**src/rtl/avm_exer_pkg.sv**
```systemverilog
// Shared types and constants for the Avalon-MM register exerciser:
// FSM state encoding, LFSR polynomial, byteenable schedule and reset value.
package avm_exer_pkg;

  // Encoding is visible on fail_exp_o/fail_got_o after a watchdog timeout.
  typedef enum logic [2:0] {
    IDLE = 3'd0,
    RD0  = 3'd1,
    WR   = 3'd2,
    RD   = 3'd3,
    LAT  = 3'd4,
    CMP  = 3'd5,
    FIN  = 3'd6
  } state_t;

  localparam logic [31:0] LFSR_POLY           = 32'h8020_0003;
  localparam logic [31:0] DEFAULT_RESET_VALUE = 32'h1234_5678;

  // Entry i occupies bits [4*i +: 4]; listed here from entry 7 down to entry 0.
  localparam logic [31:0] BE_SEQ = {4'hF, 4'hC, 4'h3, 4'h8, 4'h4, 4'h2, 4'h1, 4'hF};

  function automatic logic [31:0] lfsrNext(input logic [31:0] cur);
    return (cur >> 1) ^ (cur[0] ? LFSR_POLY : 32'h0);
  endfunction

endpackage

```
**src/rtl/avm_reg_exerciser_lfsr32.sv**
```systemverilog
// lfsr32: 32-bit Galois LFSR (shift right) with seed load and a guard that
// keeps the register out of the all-zero lock-up state.
module lfsr32
  import avm_exer_pkg::*;
#(
  parameter logic [31:0] SEED = 32'h1
) (
  input  logic        csi_MCLK_clk,
  input  logic        rsi_MRST_reset,
  input  logic        load,
  input  logic [31:0] seed,
  input  logic        advance,
  output logic [31:0] value
);

  localparam logic [31:0] SAFE_SEED = (SEED == 32'h0) ? 32'h1 : SEED;

  always_ff @(posedge csi_MCLK_clk or posedge rsi_MRST_reset) begin
    if (rsi_MRST_reset) begin
      value <= SAFE_SEED;
    end else if (load) begin
      value <= (seed == 32'h0) ? SAFE_SEED : seed;
    end else if (advance) begin
      value <= lfsrNext(value);
    end
  end

endmodule

```
**src/rtl/avm_reg_exerciser.sv**
```systemverilog
// avm_reg_exerciser: Avalon-MM master running write/readback passes against one register.
// Optional waitrequest watchdog enabled by defining AVM_REG_EXERCISER_TIMEOUT_EN.
module avm_reg_exerciser
  import avm_exer_pkg::*;
#(
  parameter int unsigned ADDR_W       = 2,
  parameter int unsigned TARGET_ADDR  = 0,
  parameter logic [31:0] RESET_VALUE  = DEFAULT_RESET_VALUE,
  parameter bit          CHECK_RESET  = 1'b1,
  parameter int unsigned NUM_ITER     = 256,
  parameter int unsigned READ_LATENCY = 0,
  parameter logic [31:0] SEED         = 32'h1
) (
  input  logic              csi_MCLK_clk,
  input  logic              rsi_MRST_reset,
  input  logic              start_i,
  input  logic [31:0]       seed_i,
  output logic [ADDR_W-1:0] avm_M_address,
  output logic [31:0]       avm_M_writedata,
  output logic [3:0]        avm_M_byteenable,
  output logic              avm_M_write,
  output logic              avm_M_read,
  input  logic [31:0]       avm_M_readdata,
  input  logic              avm_M_waitrequest,
  output logic              busy_o,
  output logic              done_o,
  output logic              pass_o,
  output logic [15:0]       err_cnt_o,
  output logic [31:0]       fail_exp_o,
  output logic [31:0]       fail_got_o
);

  localparam bit          LAT_ZERO  = (READ_LATENCY == 0);
  localparam logic [2:0]  LAT_LAST  = 3'(READ_LATENCY);
  localparam logic [15:0] LAST_ITER = 16'(NUM_ITER - 1);

  state_t      state, nextState;
  logic [15:0] iterCnt;
  logic        rd0Phase;
  logic [2:0]  latCnt;
  logic [31:0] rdData;
  logic [31:0] shadow;
  logic [31:0] lfsrVal;
  logic [15:0] errCnt;
  logic [31:0] failExp, failGot;
  logic        doneReg;
  logic        startAcc, xferAcc, timeout;
  logic [3:0]  curBe;
  logic        cmpValid;
  logic [31:0] cmpGot;
  logic        errEvent;
  logic [31:0] errExp, errGot;

  // Bus outputs decode from the state register alone, so an asynchronous
  // reset drops the strobes in the same cycle.
  assign curBe            = BE_SEQ[{iterCnt[2:0], 2'b00} +: 4];
  assign avm_M_address    = ADDR_W'(TARGET_ADDR);
  assign avm_M_write      = (state == WR);
  assign avm_M_read       = (state == RD0) || (state == RD);
  assign avm_M_writedata  = avm_M_write ? lfsrVal : 32'h0;
  assign avm_M_byteenable = avm_M_write ? curBe : 4'h0;

  assign xferAcc  = (avm_M_write || avm_M_read) && !avm_M_waitrequest;
  assign startAcc = (state == IDLE) && start_i;

  assign busy_o     = (state != IDLE) && (state != FIN);
  assign done_o     = doneReg;
  assign pass_o     = doneReg && (errCnt == 16'd0);
  assign err_cnt_o  = errCnt;
  assign fail_exp_o = failExp;
  assign fail_got_o = failGot;

  lfsr32 #(.SEED(SEED)) uLfsr (
    .csi_MCLK_clk   (csi_MCLK_clk),
    .rsi_MRST_reset (rsi_MRST_reset),
    .load           (startAcc),
    .seed           (seed_i),
    .advance        (avm_M_write && xferAcc),
    .value          (lfsrVal)
  );

`ifdef AVM_REG_EXERCISER_TIMEOUT_EN
  logic [15:0] wdCnt;
  logic        stall;

  assign stall   = (avm_M_write || avm_M_read) && avm_M_waitrequest;
  assign timeout = stall && (wdCnt == 16'hFFFF);

  always_ff @(posedge csi_MCLK_clk or posedge rsi_MRST_reset) begin
    if (rsi_MRST_reset) begin
      wdCnt <= 16'd0;
    end else if (!stall) begin
      wdCnt <= 16'd0;
    end else if (!timeout) begin
      wdCnt <= wdCnt + 16'd1;
    end
  end
`else
  assign timeout = 1'b0;
`endif

  // The reset readback with zero latency is checked in its accept cycle;
  // every other readback goes through the registered CMP state.
  always_comb begin
    // NOTE: every combinational output gets a default first so no path can infer a latch.
    cmpValid = 1'b0;
    cmpGot   = rdData;
    if (state == CMP) begin
      cmpValid = 1'b1;
    end else if ((state == RD0) && LAT_ZERO && xferAcc) begin
      cmpValid = 1'b1;
      cmpGot   = avm_M_readdata;
    end
  end

  assign errEvent = timeout || (cmpValid && (cmpGot != shadow));
  assign errExp   = timeout ? {16'hDEAD, 13'd0, state} : shadow;
  assign errGot   = timeout ? {16'hDEAD, 13'd0, state} : cmpGot;

  always_comb begin
    nextState = state;
    unique case (state)
      IDLE: if (start_i) nextState = CHECK_RESET ? RD0 : WR;
      RD0:  if (xferAcc) nextState = LAT_ZERO ? WR : LAT;
      WR:   if (xferAcc) nextState = RD;
      RD:   if (xferAcc) nextState = LAT_ZERO ? CMP : LAT;
      LAT:  if (latCnt == LAT_LAST) nextState = CMP;
      CMP: begin
        if (rd0Phase) begin
          nextState = WR;
        end else if (iterCnt == LAST_ITER) begin
          nextState = FIN;
        end else begin
          nextState = WR;
        end
      end
      FIN:     nextState = IDLE;
      default: nextState = IDLE;
    endcase
    if (timeout) nextState = FIN;
  end

  always_ff @(posedge csi_MCLK_clk or posedge rsi_MRST_reset) begin
    // NOTE: sequential state uses non-blocking assignments so every flop samples pre-edge values.
    if (rsi_MRST_reset) begin
      state <= IDLE;
    end else begin
      state <= nextState;
    end
  end

  always_ff @(posedge csi_MCLK_clk or posedge rsi_MRST_reset) begin
    if (rsi_MRST_reset) begin
      iterCnt  <= 16'd0;
      rd0Phase <= 1'b0;
      latCnt   <= 3'd0;
      rdData   <= 32'h0;
      shadow   <= RESET_VALUE;
      errCnt   <= 16'd0;
      failExp  <= 32'h0;
      failGot  <= 32'h0;
      doneReg  <= 1'b0;
    end else if (startAcc) begin
      iterCnt  <= 16'd0;
      rd0Phase <= CHECK_RESET;
      shadow   <= RESET_VALUE;
      errCnt   <= 16'd0;
      failExp  <= 32'h0;
      failGot  <= 32'h0;
      doneReg  <= 1'b0;
    end else begin
      if (avm_M_write && xferAcc) begin
        for (int k = 0; k < 4; k++) begin
          if (curBe[k]) shadow[8*k +: 8] <= lfsrVal[8*k +: 8];
        end
      end

      if (avm_M_read && xferAcc) begin
        latCnt <= 3'd1;
        rdData <= avm_M_readdata;
        if ((state == RD0) && LAT_ZERO) rd0Phase <= 1'b0;
      end

      if (state == LAT) begin
        latCnt <= latCnt + 3'd1;
        if (latCnt == LAT_LAST) rdData <= avm_M_readdata;
      end

      if (state == CMP) begin
        if (rd0Phase) begin
          rd0Phase <= 1'b0;
        end else begin
          iterCnt <= iterCnt + 16'd1;
        end
      end

      // The first error latches its context; later errors only count.
      if (errEvent) begin
        if (errCnt != 16'hFFFF) errCnt <= errCnt + 16'd1;
        if (errCnt == 16'd0) begin
          failExp <= errExp;
          failGot <= errGot;
        end
      end

      if (nextState == FIN) doneReg <= 1'b1;
    end
  end

endmodule

```
**config.mk**
```make
export PLATFORM = sky130hd
export DESIGN_NAME = avm_reg_exerciser
export DESIGN_NICKNAME = d
export VERILOG_FILES = /design/src/rtl/avm_exer_pkg.sv /design/src/rtl/avm_reg_exerciser_lfsr32.sv /design/src/rtl/avm_reg_exerciser.sv
export SDC_FILE = /design/constraint.sdc
export NUM_CORES = 1
export LEC_CHECK = 0
export CAP_MARGIN = 5
export CORE_MARGIN = 4
export CORE_UTILIZATION = 53
export CTS_CLUSTER_SIZE = 10
export DETAILED_ROUTE_END_ITERATION = 12
export PLACE_DENSITY = 0.91
export SLEW_MARGIN = 25
export SYNTH_ARGS = -nofsm -noshare
export SYNTH_HDL_FRONTEND = slang
export SYNTH_HIERARCHICAL = 1
export SYNTH_SLANG_ARGS = --single-unit
```
**constraint.sdc**
```tcl
create_clock -name csi_MCLK_clk -period 6.41 [get_ports csi_MCLK_clk]
set_clock_uncertainty 0.15 [all_clocks]
set_input_delay 1.282 -clock csi_MCLK_clk [delete_from_list [all_inputs] [get_ports csi_MCLK_clk]]
set_output_delay 1.282 -clock csi_MCLK_clk [all_outputs]
set_load 0.02 [all_outputs]
```
== Word-level counts from Yosys, hierarchy flattened ==
Cells that the tools add are included.
Word-level totals
  bits in registers: 200
  output and inout port bits: 123
  bits of input ports: 68
Operators by class
  bitwise gates (word level): 2
  eq/ne operators: 11
  reductions and logical operators: 35
  add/subtract/negate cells: 3
  shifts and indexed selects: 1
  muxes and demuxes: 48
Operator list (number)
  two-way mux 32 bit: 18
  two-way mux 16 bit: 6
  adder 16 x 1 -> 16 bit (second input constant): 2
  zero test 32 bit: 1
  two-way mux 8 bit: 4
  != test 32 bit: 1
  indexed part select 32 x 6 -> 4 bit (first input constant): 1
  bitwise XOR 31 x 32 -> 32 bit: 1
  two-way mux 3 bit: 9
  nonzero test 2 bit: 11
  one-hot mux 3 bit (6 select lines): 1
  equality test 16 x 8 -> 1 bit (second input constant): 1
  zero test 16 bit: 1
  != test 16 bit (second input constant): 1
  AND reduction 2 bit: 8
  equality test 3 bit (second input constant): 3
  two-way mux 1 bit: 9
  logical AND 1 bit: 8
  equality test 3 x 2 -> 1 bit (second input constant): 2
  zero test 3 bit: 2
  two-way mux 4 bit: 1
  adder 3 x 1 -> 3 bit (second input constant): 1
  equality test 3 x 1 -> 1 bit (second input constant): 1
  != test 3 bit (second input constant): 1
  other kinds (5): 6

== Depth between registers and ports, before layout ==
Gate-level depths: netlist of the first run.
  word-level depth: 11
  depth in mapped cells: 13
  mapped depth without buffers: 8

== Hierarchy ==
Netlist of the first run, hierarchy kept.
Modules (own cells, without submodules)
  avm_reg_exerciser: seq. area each 4220.3 sq um, times used 1, cells each 865, area each 8821.0 sq um
  lfsr32: seq. area each 802.0 sq um, times used 1, cells each 156, area each 1599.0 sq um

== Worst setup path before layout of the first run ==
Ideal clock, no wire load.
  path type: input to register
  start: in avm_M_waitrequest
  end: reg failExp[0], in the netlist fail_exp_o[0]
  data arrival time: 3443 ps
  path slack: 2738 ps
  cell stages on the path: 11
  data required time: 6181 ps
  path buffers: 3
  cells stage by stage: nor4b_4 > buf_6 > mux2i_1 > o22ai_1 > a211oi_1 > o2111ai_1 > nor4_4 > or3_1 > buf_6 > buf_12 > mux2i_1
Between the ends
  longest elaborated chain between the ends: 9
  elaborated cells on any way between the ends: 11
  those cells by class: 1 x eq/ne; 4 x mux; 6 x reduce/logical
Ends and longest elaborated chain
  start: declaration: RTL line avm_reg_exerciser.sv:24  | input logic avm_M_waitrequest,
  zero test 1 bit (*): RTL line avm_reg_exerciser.sv:63  | assign xferAcc = (avm_M_write || avm_M_read) && !avm_M_waitrequest;
  logical AND 1 bit (*): RTL line avm_reg_exerciser.sv:63
  logical AND 1 bit (*): RTL line avm_reg_exerciser.sv:110  | end else if ((state == RD0) && LAT_ZERO && xferAcc) begin
  two-way mux 32 bit: RTL line avm_reg_exerciser.sv:110
  two-way mux 32 bit: RTL line avm_reg_exerciser.sv:108  | if (state == CMP) begin
  != test 32 bit: RTL line avm_reg_exerciser.sv:116  | assign errEvent = timeout || (cmpValid && (cmpGot != shadow));
  logical AND 1 bit (*): RTL line avm_reg_exerciser.sv:116
  nonzero test 2 bit (no line) (*)
  AND reduction 2 bit (no line) (*)
  end signal: assignment: RTL line avm_reg_exerciser.sv:201  | failExp <= errExp;
  end: declaration: RTL line avm_reg_exerciser.sv:45  | logic [31:0] failExp, failGot;
Every way passes the cells marked *; elsewhere a longest branch is shown, timed or not.
A chain may end at the register's enable or synchronous reset.

== Worst setup path after layout of the first run ==
  start: in avm_M_waitrequest
  end: reg failGot[18], in the netlist fail_got_o[18]
Between the ends
  longest elaborated chain between the ends: 9
  elaborated cells on any way between the ends: 14
  those cells by class: 1 x eq/ne; 7 x mux; 6 x reduce/logical
Ends and longest elaborated chain
  zero test 1 bit (*): RTL line avm_reg_exerciser.sv:63
  logical AND 1 bit (*): RTL line avm_reg_exerciser.sv:63
  logical AND 1 bit (*): RTL line avm_reg_exerciser.sv:110
  two-way mux 32 bit: RTL line avm_reg_exerciser.sv:110
  two-way mux 32 bit: RTL line avm_reg_exerciser.sv:108
  != test 32 bit: RTL line avm_reg_exerciser.sv:116
  logical AND 1 bit: RTL line avm_reg_exerciser.sv:116
  nonzero test 2 bit (no line)
  AND reduction 2 bit (no line)
  end signal: assignment: RTL line avm_reg_exerciser.sv:202  | failGot <= errGot;
  end: declaration: RTL line avm_reg_exerciser.sv:45
Every way passes the cells marked *; elsewhere a longest branch is shown, timed or not. The select of a mux whose other input is x is not followed.

==> results.sh, run 1 <==
export IMPL_drive_gt1_share_pct=8.11
export IMPL_cp_slowest_cell="clkdlybuf4s50_1"
export IMPL_crit_top_cell="buf_4"
export IMPL_power_leakage_uw=0.00572
export IMPL_antenna_found_initial=0
export IMPL_crit_type="input pin to flop"
export IMPL_postRouteAntennaNets=0
export IMPL_cp_max_fo=28
export IMPL_status="finished clean"
export IMPL_setup_tns_ns=0
export IMPL_p_comb_share_pct=43.9
export IMPL_hold_viol_final=0
export IMPL_synthFlopType="dfrtp_1"
export IMPL_first_global_vias=8483
export IMPL_path_cells="clkdlybuf4s50_1 > nor4b_4 > buf_4 > buf_4 > a21oi_2 > a211oi_1 > o2111ai_1 > nor4_4 > buf_4 > or3_4 > buf_4 > mux2i_1"
export IMPL_cts_sinks=200
export IMPL_core_area_um2=19400
export IMPL_num_rows=51
export IMPL_routed_wire_length_per_instance_um=19.6
export IMPL_via_count=8554
export IMPL_slew_headroom_pct=36.9
export IMPL_start_util_pct=53.7
export IMPL_final_util_pct=66.8
export IMPL_die_area_um2=22000
export IMPL_final_common_cell="clkdlybuf4s50_1"
export IMPL_holdBufCountCts=0
export IMPL_end_kind="flop"
export IMPL_hold_path_class="flop to flop"
export IMPL_p_clk_share_pct=17.5
export IMPL_port_buffers=188
export IMPL_async_flop_share_pct=100
export IMPL_p_sw_uw=2400
export IMPL_postCtsSetupRepairBufs=0
export IMPL_avgSynthCellArea_um2=10.2
export IMPL_power_density_nw_per_um2=455
export IMPL_cts_resized=0
export IMPL_grt_first_pass_wirelength_mm=45.7
export IMPL_fmax_ghz=0.197
export IMPL_grt_overflow_total=0
export IMPL_arrival_ns=5.26
export IMPL_yosysWarningCount=6
export IMPL_cp_top_family="buffers and inverters"
export IMPL_dp_hpwl_mm=20.5
export IMPL_cts_path_max_buffers=2
export IMPL_fin_nets=1258
export IMPL_die_w_um=148
export IMPL_die_h_um=148
export IMPL_clk_latency_ns=0.44
export IMPL_synth_area_um2=10400
export IMPL_critical_path_required_ns=6.60
export IMPL_io_pins=191
export IMPL_area_growth_syn_to_layout_pct=24.3
export IMPL_fin_crit_sh_pct=79.1
export IMPL_ys_seq_area_share_pct=48.2
export IMPL_synth_distinct_cells=60
export IMPL_drv_slew=0
export IMPL_rsz0062_at_grt="false"
export IMPL_path_clk_slew_ns=0.07
export IMPL_vdd_ir_drop_worst_uv=227
export IMPL_seqPwrFrac_pct=38.6
export IMPL_final_cell_mix="188 x clkdlybuf4s50_1, 186 x dfrtp_1, 142 x mux2i_1"
export IMPL_drv_cap=0
export IMPL_synth_edf_count=0
export IMPL_cts_tree="built"
export IMPL_grt_max_degree=102
export IMPL_diodes=0
export IMPL_max_slew_worst_pin_slew_ns=0.947
export IMPL_cts_inserted_buffers=17
export IMPL_cts_root_buf="clkbuf_16"
export IMPL_fin_crit_ns=5.07
export IMPL_drc=0
export IMPL_internal_power_uw=3500
export IMPL_cp_slowest_stage_delay_ns=0.58
export IMPL_synthCells=1021
export IMPL_start_kind="input pin"
export IMPL_routed_wl_mm=28.7
export IMPL_drt_first_iter_violations=887
export IMPL_worstPathBufferInverterCount=5
export IMPL_swShare_pct=40.7
export IMPL_cts_max_level=4
export IMPL_firstDrtPassIters=7
export IMPL_setup_violations_final=0
export IMPL_vias_per_cell=5.85
export IMPL_grt_usage_pct=26.2
export IMPL_place_gp_congestion=0.949
export IMPL_synth_seq_cells=200
==> state kept, by name, indices dropped and copies added, names as in the netlist <==
signal / flops
uLfsr/value: 32
fail_exp_o: 32
done_o: 1
iterCnt: 16
latCnt: 3
rd0Phase: 1
state: 3
fail_got_o: 32
rdData: 32
err_cnt_o: 16
errExp: 32
==> per-stage QoR <==
step	total power, uW	std cells	hold slack, ns	instance area (um2)	setup WS [ns]
after detailed placement	4810	1428	0.316	12400	1.06
after global placement	4710	1428	0.304	12400	1.14
after floorplan	3840	1022	0.290	10400	0.453
after global routing	6220	1461	0.379	13000	1.10
after CTS	5870	1460	0.337	12900	1.42
final	5900	1461	0.334	13000	1.34
==> area by class of cell <==
cell class | instances | area [um2]
well taps | 265 | 332
fillers | 1463 | 6450
multi-input cells | 704 | 4800
inverters | 60 | 231
flip-flops and latches | 200 | 5020
clock buffers | 23 | 468
clock inverters | 9 | 93.8
repair buffers | 200 | 2000
==> synth_stat cells, types with 5 or more instances <==
cell type | number | area share, %
dfrtp_1 | 186 | 45
mux2i_1 | 142 | 14
nand2_1 | 140 | 5.0
inv_1 | 59 | 2.1
o21ai_0 | 55 | 2.6
nor2_1 | 53 | 1.9
and2_1 | 37 | 2.2
clkbuf_1 | 35 | 1.3
xnor2_1 | 35 | 2.9
mux2_2 | 27 | 2.9
a21oi_1 | 26 | 1.2
xor2_1 | 18 | 1.5
nand3_1 | 17 | 0.82
o211ai_1 | 16 | 1.2
dfstp_2 | 14 | 3.5
nor4_1 | 14 | 0.84
nand4_1 | 13 | 0.78
nor3_1 | 12 | 0.58
or3_1 | 11 | 0.66
and3_1 | 8 | 0.48
nor2b_1 | 8 | 0.48
ha_1 | 7 | 0.84
o22ai_1 | 7 | 0.42
buf_12 | 6 | 1.2
buf_2 | 6 | 0.29
buf_6 | 6 | 0.65
or4_1 | 6 | 0.43
o31ai_1 | 5 | 0.36
==> worst register-to-register path: cells and delay by family (launching register included) <==
family                 cells  cell delay, ns
AO/OA/AOI/OAI              3            0.56
buffers and inverters      4            1.48
flip-flops                 1            0.73
multiplexers               1            0.29
AND/OR/NAND/NOR            3            1.09
==> power groups by stage <==
stage / logic, uW / registers, uW / clock network (uW)
after floorplan: 1580 / 2260 / 0
after global placement: 2470 / 2240 / 0
after detailed placement: 2540 / 2270 / 0
after CTS: 2570 / 2260 / 1040
after global routing: 2800 / 2330 / 1100
final: 2590 / 2270 / 1030
==> logic make-up after synthesis <==
family / share of synthesized area, %
mux: 16.6
buf+inv: 5.98
xor+xnor: 4.45
other cells: 0.0360
simple gates: 16.0
compound gates: 7.90
fa+ha+maj: 0.840
flops: 48.2
==> final timing paths <==
path / cells past startpoint / endpoint / slack, ns / from
min in group asynchronous: 2 / uLfsr/value[10]$_DFFE_PP0P_ / 1.25 / rsi_MRST_reset
hold reg to reg: 2 / rd0Phase$_DFF_PP0_ / 0.33 / rd0Phase$_DFF_PP0_
max in group asynchronous: 3 / errExp[6]$_DFFE_PP1P_ / 3.67 / rsi_MRST_reset
setup reg to reg: 11 / fail_got_o[18]$_DFFE_PP0P_ / 2.01 / state[0]$_DFF_PP0_
setup / recovery: 12 / fail_got_o[18]$_DFFE_PP0P_ / 1.34 / avm_M_waitrequest
hold / removal: 2 / rd0Phase$_DFF_PP0_ / 0.33 / rd0Phase$_DFF_PP0_
==> layer usage <==
layer / GRT usage [%] / share of wire (%) / vias to the layer above
met5: 0 / 0 / -
met4: 9.15 / 3.4 / 0
met3: 5.21 / 9.0 / 76
met2: 41.4 / 47 / 479
met1: 36.5 / 41 / 4161
li1: - / - / 3838
(Power assumes the default switching activity.)
==> inputs of run 2 (changes only) <==
==> constraint.sdc (replaced) <==
create_clock -name csi_MCLK_clk -period 5.2 [get_ports csi_MCLK_clk]
set_clock_uncertainty 0.15 [all_clocks]
set_input_delay 1.04 -clock csi_MCLK_clk [delete_from_list [all_inputs] [get_ports csi_MCLK_clk]]
set_output_delay 1.04 -clock csi_MCLK_clk [all_outputs]
set_load 0.02 [all_outputs]
==> results.sh, run 2 (synthesized netlist as in run 1, its figures left out) <==
export IMPL_die_h_um=148
export IMPL_cts_sinks=200
export IMPL_cts_inserted_buffers=17
export IMPL_routed_wire_length_per_instance_um=19.6
export IMPL_crit_path_end="avm_M_byteenable[0]"
export IMPL_antenna_found_initial=0
export IMPL_fin_crit_sh_pct=79.2
export IMPL_start_kind="flop"
export IMPL_io_pins=191
export IMPL_drc=0
export IMPL_drive_gt1_share_pct=8.43
export IMPL_first_global_vias=8374
export IMPL_fmax_ghz=0.243
export IMPL_postCtsSetupRepairBufs=0
export IMPL_drv_slew=0
export IMPL_grt_max_degree=86
export IMPL_clk_latency_ns=0.44
export IMPL_firstDrtPassIters=9
export IMPL_max_slew_worst_pin_slew_ns=0.942
export IMPL_cts_tree="built"
export IMPL_setup_violations_final=0
export IMPL_path_clk_slew_ns=0.07
export IMPL_grt_usage_pct=25.9
export IMPL_final_util_pct=67.3
export IMPL_reg2regPathDepth=10
export IMPL_final_common_cell="clkdlybuf4s50_1"
export IMPL_hold_path_class="flop to flop"
export IMPL_diodes=0
export IMPL_core_area_um2=19400
export IMPL_postRouteAntennaNets=0
export IMPL_power_density_nw_per_um2=564
export IMPL_rsz0062_at_grt="false"
export IMPL_totalPowerFinal_uw=7360
export IMPL_num_rows=51
export IMPL_holdBufCountCts=0
export IMPL_power_leakage_uw=0.00575
export IMPL_cts_root_buf="clkbuf_16"
export IMPL_port_buffers=188
export IMPL_cp_max_fo=39
export IMPL_r2r_slack_ns=1.64
export IMPL_drv_cap=0
export IMPL_place_gp_congestion=0.941
export IMPL_whs_ns=0.325
export IMPL_drt_first_iter_violations=797
export IMPL_hold_start="rd0Phase$_DFF_PP0_"
export IMPL_r2r_end="fail_got_o[13]$_DFFE_PP0P_"
export IMPL_vdd_ir_drop_worst_uv=319
export IMPL_arrival_ns=2.93
export IMPL_end_kind="output pin"
export IMPL_status="finished clean"
export IMPL_cts_resized=0
export IMPL_startpoint="state[2]$_DFF_PP0_"
export IMPL_area_growth_syn_to_layout_pct=25.2
export IMPL_via_count=8500
export IMPL_routed_wl_mm=28.7
export IMPL_slew_headroom_pct=37.2
export IMPL_setup_tns_ns=0
export IMPL_cts_max_level=4
export IMPL_grt_first_pass_wirelength_mm=45.0
export IMPL_cts_path_max_buffers=2
export IMPL_die_w_um=148
export IMPL_vias_per_cell=5.81
export IMPL_dp_hpwl_mm=20.6
export IMPL_hold_viol_final=0
export IMPL_layout_setup_ws_ns=1.08
export IMPL_dp_slack_ns=0.788
export IMPL_fin_crit_ns=4.12
export IMPL_regToRegStartpoint="state[0]$_DFF_PP0_"
export IMPL_start_util_pct=53.7
export IMPL_final_cell_mix="188 x clkdlybuf4s50_1, 186 x dfrtp_1, 142 x mux2i_1"
export IMPL_critical_path_required_ns=4.01
export IMPL_crit_type="flop to output pin"
export IMPL_fin_nets=1260
export IMPL_grt_overflow_total=0
export IMPL_die_area_um2=22000
[run 2: final cells by class]
type	count	area (um2)
clock inverter	12	136
tap	265	332
inverter	60	229
fill	1483	6350
multi-input combinational	704	4800
timing repair buffer	202	2070
sequential	200	5020
clock buffer	20	457
[run 2: worst min path at each step]
| stage | slack, ns | depth (start not counted) | end |
|---|---|---|---|
| final | 0.33 | 2 | rd0Phase$_DFF_PP0_ |
| after global routing | 0.38 | 2 | rd0Phase$_DFF_PP0_ |
| after CTS | 0.33 | 2 | rd0Phase$_DFF_PP0_ |
| after detailed placement | 0.31 | 2 | rd0Phase$_DFF_PP0_ |
| after global placement | 0.31 | 2 | rd0Phase$_DFF_PP0_ |
| after floorplan | 0.29 | 2 | rd0Phase$_DFF_PP0_ |
[run 2: through the flow]
step,area (um2),instances
floorplan,10400,1022
global route,13000,1463
CTS,13000,1461
detailed placement,12400,1429
global placement,12400,1429
finish,13000,1463
[run 2: layer usage]
| metal | up-vias | track usage, % | wire length (um) |
|---|---|---|---|
| met5 | - | 0 | 0 |
| met4 | 0 | 10.6 | 1050 |
| met3 | 79 | 5.03 | 2380 |
| met2 | 443 | 40.3 | 13200 |
| met1 | 4133 | 35.9 | 12000 |
| li1 | 3845 | - | - |
[run 2: where the power goes]
| group | internal (uW) | switching, uW | total [uW] |
|---|---|---|---|
| logic | 1470 | 1770 | 3240 |
| registers | 2160 | 639 | 2800 |
| clock network | 703 | 623 | 1330 |
| total | 4330 | 3030 | 7360 |
[run 2: critical path, cell delays in order (launching register included)]
cell and delay (ns):
dfrtp_1 0.56, nor2b_1 0.21, nor2b_2 0.16, buf_4 0.31, o21ai_0 0.25, a21oi_1 0.33, clkdlybuf4s50_1 0.67
